<file path="src/rtl/gpio_input.sv">
// rtl/gpio_input.sv - debounced GPIO input port with edge-triggered pending bits and level irq
// Each pin is synchronized, debounced, and can latch rise/fall events into a W1C pending register.
module gpio_input #(
  parameter int WIDTH           = 16,
  parameter int DEBOUNCE_CYCLES = 4
) (
  input  logic             clk,
  input  logic             rst,
  input  logic [WIDTH-1:0] pins_in,
  input  logic             rd_en,
  input  logic             wr_en,
  input  logic [1:0]       addr,
  input  logic [31:0]      wr_data,
  output logic [31:0]      rd_data,
  output logic             irq
);

  localparam int CW = $clog2(DEBOUNCE_CYCLES) + 1;
  localparam logic [CW-1:0] CNT_LAST = CW'(DEBOUNCE_CYCLES - 1);

  localparam logic [1:0] ADDR_IN      = 2'd0;
  localparam logic [1:0] ADDR_RISE_EN = 2'd1;
  localparam logic [1:0] ADDR_FALL_EN = 2'd2;
  localparam logic [1:0] ADDR_PENDING = 2'd3;

  logic [WIDTH-1:0] sync1;
  logic [WIDTH-1:0] sync2;
  logic [WIDTH-1:0] stable;
  logic [WIDTH-1:0] stable_next;
  logic [CW-1:0]    cnt      [WIDTH];
  logic [CW-1:0]    cnt_next [WIDTH];

  logic [WIDTH-1:0] rise_en;
  logic [WIDTH-1:0] fall_en;
  logic [WIDTH-1:0] pending;
  logic [WIDTH-1:0] pending_next;
  logic [WIDTH-1:0] rise_evt;
  logic [WIDTH-1:0] fall_evt;
  logic [WIDTH-1:0] pend_clr;
  logic [WIDTH-1:0] wr_bits;
  logic [31:0]      rd_mux;
  logic             unused_wr;

  assign wr_bits   = wr_data[WIDTH-1:0];
  assign unused_wr = ^wr_data;

  // A bit accepts a new level only after sync2 has differed from stable for DEBOUNCE_CYCLES samples.
  always_comb begin
    stable_next = stable;
    for (int i = 0; i < WIDTH; i++) begin
      cnt_next[i] = '0;
      if (sync2[i] != stable[i]) begin
        if (cnt[i] == CNT_LAST) begin
          stable_next[i] = sync2[i];
        end else begin
          cnt_next[i] = cnt[i] + 1'b1;
        end
      end
    end
  end

  assign rise_evt = stable_next & ~stable & rise_en;
  assign fall_evt = ~stable_next & stable & fall_en;

  // New events are OR'd in after the clear so a same-cycle set wins.
  always_comb begin
    pend_clr = '0;
    if (wr_en && addr == ADDR_PENDING) begin
      pend_clr = wr_bits;
    end
    pending_next = (pending & ~pend_clr) | rise_evt | fall_evt;
  end

  always_comb begin
    rd_mux = '0;
    case (addr)
      ADDR_IN:      rd_mux[WIDTH-1:0] = stable;
      ADDR_RISE_EN: rd_mux[WIDTH-1:0] = rise_en;
      ADDR_FALL_EN: rd_mux[WIDTH-1:0] = fall_en;
      default:      rd_mux[WIDTH-1:0] = pending;
    endcase
  end

  always_ff @(posedge clk or posedge rst) begin
    if (rst) begin
      sync1  <= '0;
      sync2  <= '0;
      stable <= '0;
      cnt    <= '{default: '0};
    end else begin
      sync1  <= pins_in;
      sync2  <= sync1;
      stable <= stable_next;
      cnt    <= cnt_next;
    end
  end

  always_ff @(posedge clk or posedge rst) begin
    if (rst) begin
      rise_en <= '0;
      fall_en <= '0;
      pending <= '0;
      rd_data <= '0;
    end else begin
      pending <= pending_next;
      if (wr_en && addr == ADDR_RISE_EN) begin
        rise_en <= wr_bits;
      end
      if (wr_en && addr == ADDR_FALL_EN) begin
        fall_en <= wr_bits;
      end
      if (rd_en) begin
        rd_data <= rd_mux;
      end
    end
  end

  assign irq = |pending;

endmodule
</file>
<file path="config.mk">
export PLATFORM = sky130hd
export DESIGN_NAME = gpio_input
export DESIGN_NICKNAME = d
export VERILOG_FILES = /design/src/rtl/gpio_input.sv
export SDC_FILE = /design/constraint.sdc
export NUM_CORES = 1
export LEC_CHECK = 0
export CAP_MARGIN = 20
export CORE_MARGIN = 5
export CORE_UTILIZATION = 25
export DETAILED_ROUTE_END_ITERATION = 10
export PLACE_DENSITY = 0.4
export SLEW_MARGIN = 10
export SYNTH_ARGS = -nofsm -noshare
export SYNTH_HDL_FRONTEND = slang
export SYNTH_SLANG_ARGS = --single-unit
export TNS_END_PERCENT = 30
</file>
<file path="constraint.sdc">
create_clock -name clk -period 14.1 [get_ports clk]
set_input_delay 2.115 -clock clk [delete_from_list [all_inputs] [get_ports clk]]
set_output_delay 2.115 -clock clk [all_outputs]
set_load 0.02 [all_outputs]
</file>
* Yosys cells after proc, flatten, opt, wreduce, memory -nomap -nowiden
Index checks and enable logic that the tools add are counted.
Storage, ports and cells: memory bits (read-only) 0, latch bits 0, memories kept 0, flip-flop bits (word level) 160, RAM bits 0, output and inout bits 33, word-level logic and storage cells 155, input bits 54
Operators by class: reduce and logical (&&, ||, !) cells 5, add/sub/neg operators 16, shift operators 0, divide/modulo/power cells 0, bitwise gates (word level) 10, multipliers 0, equal/unequal tests 35, order comparisons 0, muxes and demuxes 66
Operators by type and width (count):
- two-way mux 3 bit | 32
- bitwise AND 16 bit | 5
- adder 3 x 1 -> 3 bit, second input constant | 16
- equality test 3 x 2 -> 1 bit, second input constant | 16
- inverter 16 bit | 3
- case mux 16 bit (3 select lines) | 1
- two-way mux 1 bit | 32
- bitwise OR 16 bit | 2
- two-way mux 16 bit | 1
- != test 1 bit | 16
- OR reduction 16 bit | 1
- equality test 2 bit, second input constant | 2
- logical AND 1 bit | 3
- equality test 2 x 1 -> 1 bit, second input constant | 1
- zero test 2 bit | 1

* Longest topological paths before layout
Gate-level depths: netlist (run 1).
word-level depth 7, mapped depth 6, mapped depth without buffers 4

* Worst setup path after synthesis (run 1)
Ideal clock, no wire load.
path kind input port to flip-flop, start point in addr[0], end point reg fall_en[10], required time 13.975 ns, path buffers 2, stages 4, path slack 11.093 ns, library setup time 0.125 ns, arrival time 2.881 ns, cell sequence buf_6 nand3b_4 buf_6 mux2_4
On the way: cells in the longest elaborated chain, start to end 2
RTL lines:
- from (decl) | RTL line 12 | input logic [1:0] addr,
- equality test 2 bit | RTL line 109 | if (wr_en && addr == ADDR_FALL_EN) begin
- logical AND 1 bit | RTL line 109
- to (signal assigned) | RTL line 110 | fall_en <= wr_bits;
- to (decl) | RTL line 34 | logic [WIDTH-1:0] fall_en;
Every way passes these cells. A chain may end at the register's enable or synchronous reset.

* Worst setup path after layout (run 1)
start point reg pending[4], end point out irq
On the way: cells in the longest elaborated chain, start to end 1
RTL lines:
- from (decl) | RTL line 35 | logic [WIDTH-1:0] pending;
- from (signal assigned) | RTL line 105 | pending <= pending_next;
- OR reduction 16 bit | RTL line 118 | assign irq = |pending;
- to (decl) | RTL line 15 | output logic irq
Every way passes these cells.

==> impl_metrics.json, run 1 <==
{
  "outcome": "finished clean",
  "cts_root_buffer": "clkbuf_16",
  "swShare_pct": 28.51,
  "avgSynthCellArea_um2": 13.36,
  "post_cts_resized": 0,
  "numCtsBuffers": 17,
  "nNetsFinal": 641,
  "cts.reportedPaths.clkPinSlew_ns": 0.06,
  "skew_ns": 0.004870,
  "insertion_delay_ns": 0.42,
  "initial_core_util_pct": 25.30,
  "insertedDiodeCount": 0,
  "yosysWarnings": 0,
  "path_max_fanout": 3,
  "p_per_area_nw_per_um2": 179.4,
  "synth_edf_count": 0,
  "whs_ns": 0.3477,
  "cp-start-kind": "flip-flop",
  "cp.required_ns": 11.98,
  "hpwlAfterDp_um": 9403,
  "ant_nets": 0,
  "track_usage_pct": 9.931,
  "power_frac_seq_pct": 44.1,
  "dpl.cell_count": 892,
  "internal_power_mw": 1.063,
  "postRouteWirelength_um": 14650,
  "synth.area.top_cells": "dfrtp_1 59%, mux2_2 8.9%, nand3b_1 3.4%, nor3b_1 3.4%, ha_1 2.9%",
  "grt_pass1_wl_um": 23790,
  "seq_area_um2": 4004,
  "fp.dieW_um": 174.9,
  "critPathKind": "flip-flop to output port",
  "cts_tree": "yes",
  "syn_area_um2": 6799,
  "grt_max_degree": 84,
  "antenna_found_initial": 0,
  "n_fill_cell": 2665,
  "fin_setup_tns_ns": 0,
  "gr-total-overflow": 0,
  "postCtsHoldBufs": 0,
  "multiInputGateArea_um2": 2550,
  "layout-drive-gt1-share_pct": 17.47,
  "die_y_um": 174.9,
  "finalCritPeriodShare_pct": 31.08,
  "yosysMostFrequentCell": "dfrtp_1",
  "grt_pass1_vias": 4390,
  "first_iter_violations": 194,
  "seq_area_frac_synth_pct": 58.89,
  "port_buffers": 54,
  "drt_first_pass_iters": 4,
  "p_leak_nw": 3.737,
  "synth-seq-cells": 160,
  "die_area_um2": 30590,
  "rsz0062_at_grt": "false",
  "async_flop_share_pct": 100.0,
  "h-tree-depth": 4,
  "drc": 0,
  "crit_arrival_ns": 2.27,
  "yosys.area.top_type": "dfrtp_1",
  "gp_congestion": 0.7440,
  "switchingPower_uw": 423.8,
  "p_total_mw": 1.487,
  "pre_cts_ws_ns": 9.432,
  "io_pins": 87,
  "vias_per_cell": 4.332,
  "syn_inst": 509,
  "worstMarginPinSlew_ns": 1.081,
  "cts_buffer_depth": 2,
  "clockPowerShare_pct": 34.3,
  "finalHoldViolCount": 0,
  "relSlewSlack_pct": 27.60,
  "rows": 60,
  "dr_total_vias": 4007,
  "synthToLayoutAreaGrowth_pct": 21.84,
  "synth_top_area_share_pct": 58.89,
  "synth.distinct_cells": 28,
  "worst_slack_ns": 9.718,
  "final_cell_count_no_fill": 925,
  "max_freq_mhz": 228.2,
  "synth_ff_type": "dfrtp_1",
  "post_cts_buffers": 0,
  "core-area_um2": 26880,
  "combPwrFrac_pct": 21.7,
  "maxCapViolations": 0,
  "synth_common_cells": "160 x dfrtp_1, 54 x mux2_2, 39 x nand2_1, 31 x nand3b_1, 31 x nor3b_1",
  "endpoint_kind": "output port",
  "clkSinkCount": 160,
  "hp-class": "flip-flop to flip-flop",
  "wl_per_cell_um": 15.83,
  "peakVddDrop_uv": 84.71,
  "drv_slew": 0,
  "period_needed_ns": 4.382,
  "setup-violations-final": 0
}
[path summary, 6_finish.rpt]
path                       startpoint         to  slack (ns)  cells after the start
setup / recovery           pending[4]        irq        9.72                      3
hold / removal               sync1[1]   sync2[1]        0.35                      0
setup reg to reg              cnt[30]  stable[5]       12.78                      3
hold reg to reg              sync1[1]   sync2[1]        0.35                      0
max in group asynchronous         rst   sync2[3]       10.71                      4
min in group asynchronous         rst  sync2[10]        2.17                      2
[worst max-delay path: stages (launching register included)]
cell and delay, ns:
dfrtp_1 0.41, nor4_1 0.59, nand4_1 0.25, clkdlybuf4s50_1 0.60
[layout by cell type, fill, tap and decap left out, types with 10 or more instances in the layout]
cell type,count
clkdlybuf4s50_1,53
mux2_2,54
clkbuf_16,17
dfrtp_1,160
a21oi_1,10
nand2_1,39
conb_1,16
xnor2_1,16
nand3b_1,31
nand2b_1,11
mux2_4,10
nor3b_1,31
a21o_1,10
inv_1,20
ha_1,16
o221ai_1,16
mux2i_1,16
[layout make-up]
class | count | area share (%)
flip-flops and latches | 160 | 48.33
multi-input cells | 314 | 30.78
repair buffers | 57 | 6.978
clock buffers | 19 | 5.226
well taps | 341 | 5.150
clock inverters | 13 | 2.522
inverters | 21 | 1.012
[sequential cells by signal, indices dropped and copies added (netlist names)]
| register | cells |
|---|---|
| sync2 | 16 |
| fall_en | 16 |
| rise_en | 16 |
| stable | 16 |
| cnt | 48 |
| rd_data | 16 |
| sync1 | 16 |
| pending | 16 |
[per-stage QoR]
step / utilization [%] / cell area [µm²]
final: 30.82 / 8284
after global routing: 30.82 / 8284
after CTS: 30.72 / 8257
after detailed placement: 28.33 / 7615
after global placement: 28.33 / 7615
after floorplan: - / 6855
[power by group through the flow]
stage	combinational (mW)	clock, mW	sequential (mW)
3_5_place_dp	0.327	0	0.664
2_1_floorplan	0.228	0	0.653
5_1_grt	0.361	0.545	0.670
6_report	0.322	0.509	0.655
3_3_place_gp	0.314	0	0.659
4_1_cts	0.329	0.525	0.656
[metal layers]
| metal | global-route usage, % | share of wire [%] | vias to the layer above |
|---|---|---|---|
| met2 | 15.43 | 46 | 86 |
| met3 | 2.791 | 4.6 | 15 |
| li1 | - | - | 1879 |
| met1 | 13.41 | 48 | 2027 |
| met5 | 0 | 0 | - |
| met4 | 3.306 | 1.4 | 0 |
[kinds of logic (layout without fill, tap and decap cells)]
group,after synthesis,in the layout,share of synthesized area (%)
buf+inv,50,110,4.472
fa+ha+maj,16,16,2.944
flops,160,160,58.89
mux,80,80,13.51
xor+xnor,16,16,2.061
simple gates,143,143,13.32
other cells,1,16,0.05516
compound gates,43,43,4.748
Note: power is estimated with default switching activity, not from simulation.
==> run 2, diff against run 1 <==
==> constraint.sdc (replaced) <==
create_clock -name clk -period 4.5 [get_ports clk]
set_input_delay 0.675 -clock clk [delete_from_list [all_inputs] [get_ports clk]]
set_output_delay 0.675 -clock clk [all_outputs]
set_load 0.02 [all_outputs]
==> impl_metrics.json, run 2 (same netlist as run 1, synthesis figures left out) <==
{
  "regMostFlops": "cnt",
  "maxCapViolations": 0,
  "gp_congestion": 0.7278,
  "rsz0062_at_grt": "false",
  "fin_setup_tns_ns": 0,
  "layout-drive-gt1-share_pct": 17.95,
  "die_y_um": 174.9,
  "combPwrFrac_pct": 22.3,
  "clkSinkCount": 160,
  "grt_pass1_vias": 4406,
  "dpl.cell_count": 894,
  "design_area_um2": 8263,
  "vias_per_cell": 4.296,
  "cts.reportedPaths.clkPinSlew_ns": 0.06,
  "finalHoldViolCount": 0,
  "initial_core_util_pct": 25.30,
  "track_usage_pct": 9.849,
  "rows": 60,
  "final_cell_count_no_fill": 926,
  "postCtsHoldBufs": 0,
  "peakVddDrop_uv": 219.6,
  "gr-total-overflow": 0,
  "port_buffers": 54,
  "cts_tree": "yes",
  "internal_power_mw": 3.223,
  "min_to": "sync2[7]",
  "p_leak_nw": 3.718,
  "cp.required_ns": 3.83,
  "hp-start": "sync1[7]",
  "h-tree-depth": 4,
  "power_frac_seq_pct": 45.3,
  "io_pins": 87,
  "switchingPower_mw": 1.307,
  "worstMarginPinSlew_ns": 0.9912,
  "layout_common_cells": "160 x dfrtp_1, 54 x mux2_2, 53 x clkdlybuf4s50_1",
  "cts_buffer_depth": 2,
  "insertedDiodeCount": 0,
  "r2r-start": "cnt[42]",
  "drt_first_pass_iters": 4,
  "cp-start-kind": "flip-flop",
  "core-area_um2": 26880,
  "wl_per_cell_um": 15.64,
  "ant_nets": 0,
  "numCtsBuffers": 17,
  "swShare_pct": 28.85,
  "endpoint_kind": "output port",
  "relSlewSlack_pct": 33.62,
  "path_max_fanout": 3,
  "grt_pass1_wl_um": 23560,
  "clockPowerShare_pct": 32.4,
  "finalCritPeriodShare_pct": 64.63,
  "period_needed_ns": 2.908,
  "crit_path_max_incr_delay_ns": 0.60,
  "rrSetupSlack_ns": 3.18,
  "grt_max_degree": 84,
  "hpwlAfterDp_um": 9492,
  "critPathKind": "flip-flop to output port",
  "reg2regPathDepth": 3,
  "max_freq_mhz": 343.8,
  "postRouteWirelength_um": 14480,
  "antenna_found_initial": 0,
  "worst-path-buf-inv": 1,
  "first_iter_violations": 176,
  "n_fill_cell": 2702,
  "holdPathStages": 0,
  "crit_arrival_ns": 2.23,
  "dr_total_vias": 3978,
  "post_cts_resized": 0,
  "p_per_area_nw_per_um2": 548.2,
  "largest_reg_flops": 48,
  "final_common_cell": "dfrtp_1",
  "outcome": "finished clean",
  "insertion_delay_ns": 0.42,
  "critPathSlowestCell": "clkdlybuf4s50_1",
  "synthToLayoutAreaGrowth_pct": 21.53,
  "fp.dieW_um": 174.9,
  "setup-violations-final": 0,
  "crit_family": "simple AND/OR/NAND/NOR gates",
  "crit_start": "pending[3]",
  "drv_slew": 0,
  "hp-class": "flip-flop to flip-flop",
  "drc": 0,
  "post_cts_buffers": 0,
  "skew_ns": 0.008751,
  "placed_area_um2": 7654,
  "path_cells": "nor4_1 -> nand4_1 -> clkdlybuf4s50_1",
  "finish.utilization_pct": 30.74,
  "cts_root_buffer": "clkbuf_16",
  "die_area_um2": 30590,
  "regToRegEndpoint": "stable[1]",
  "nNetsFinal": 642
}
[run 2: changes by cell type in the layout (fill, tap and decap cells not counted), sizes merged]
cell,before,now
buf,4,5
bufinv,5,2
clkbuf,19,21
clkinv,5,6
clkinvlp,0,3
inv,24,21
[run 2: final cells by class]
class / instances / area (µm²) / share of cell area (%)
Clock buffer: 21 / 480.5 / 5.815
Clock inverter: 11 / 128.9 / 1.560
Inverter: 21 / 82.58 / 0.9994
Multi-Input combinational cell: 314 / 2550 / 30.86
Sequential cell: 160 / 4004 / 48.46
Tap cell: 341 / 426.7 / 5.164
Timing Repair Buffer: 58 / 590.6 / 7.147
[run 2: metrics by stage]
step                      hold slack [ns]  worst slack, ns  power, mW
after CTS                          0.3481            1.491      4.612
after detailed placement           0.3347            1.811      3.111
after floorplan                    0.3312            1.796      2.761
final                              0.3463            1.592      4.529
after global routing               0.3511            1.410      4.818
after global placement             0.3351            1.824      3.053
[run 2: metal layers]
layer,part of all wire (%),vias up,GRT usage [%]
li1,-,1890,-
met1,49,2012,13.49
met2,47,69,15.26
met3,4.3,7,3.332
met4,0.64,0,2.062
met5,0,-,0
[run 2: worst max-delay path by stage]
stage | endpoint | slack [ns] | cells after the start
after floorplan | cnt[0] | 1.80 | 1
after global placement | rd_data[12] | 1.82 | 5
after detailed placement | pending[3] | 1.81 | 5
after CTS | irq | 1.49 | 3
after global routing | irq | 1.41 | 3
final | irq | 1.59 | 3
[run 2: worst reg2reg max path: stages, from the launching register on]
cell and delay (ns):
dfrtp_1 0.35, ha_1 0.17, nor2b_1 0.32, mux2_2 0.37
[run 2: power by group through the flow]
stage / Sequential [mW] / Combinational, mW / Clock, mW
3_3_place_gp: 2.06 / 0.989 / 0
6_report: 2.05 / 1.01 / 1.47
3_5_place_dp: 2.08 / 1.03 / 0
5_1_grt: 2.10 / 1.13 / 1.59
2_1_floorplan: 2.05 / 0.716 / 0
4_1_cts: 2.05 / 1.04 / 1.52
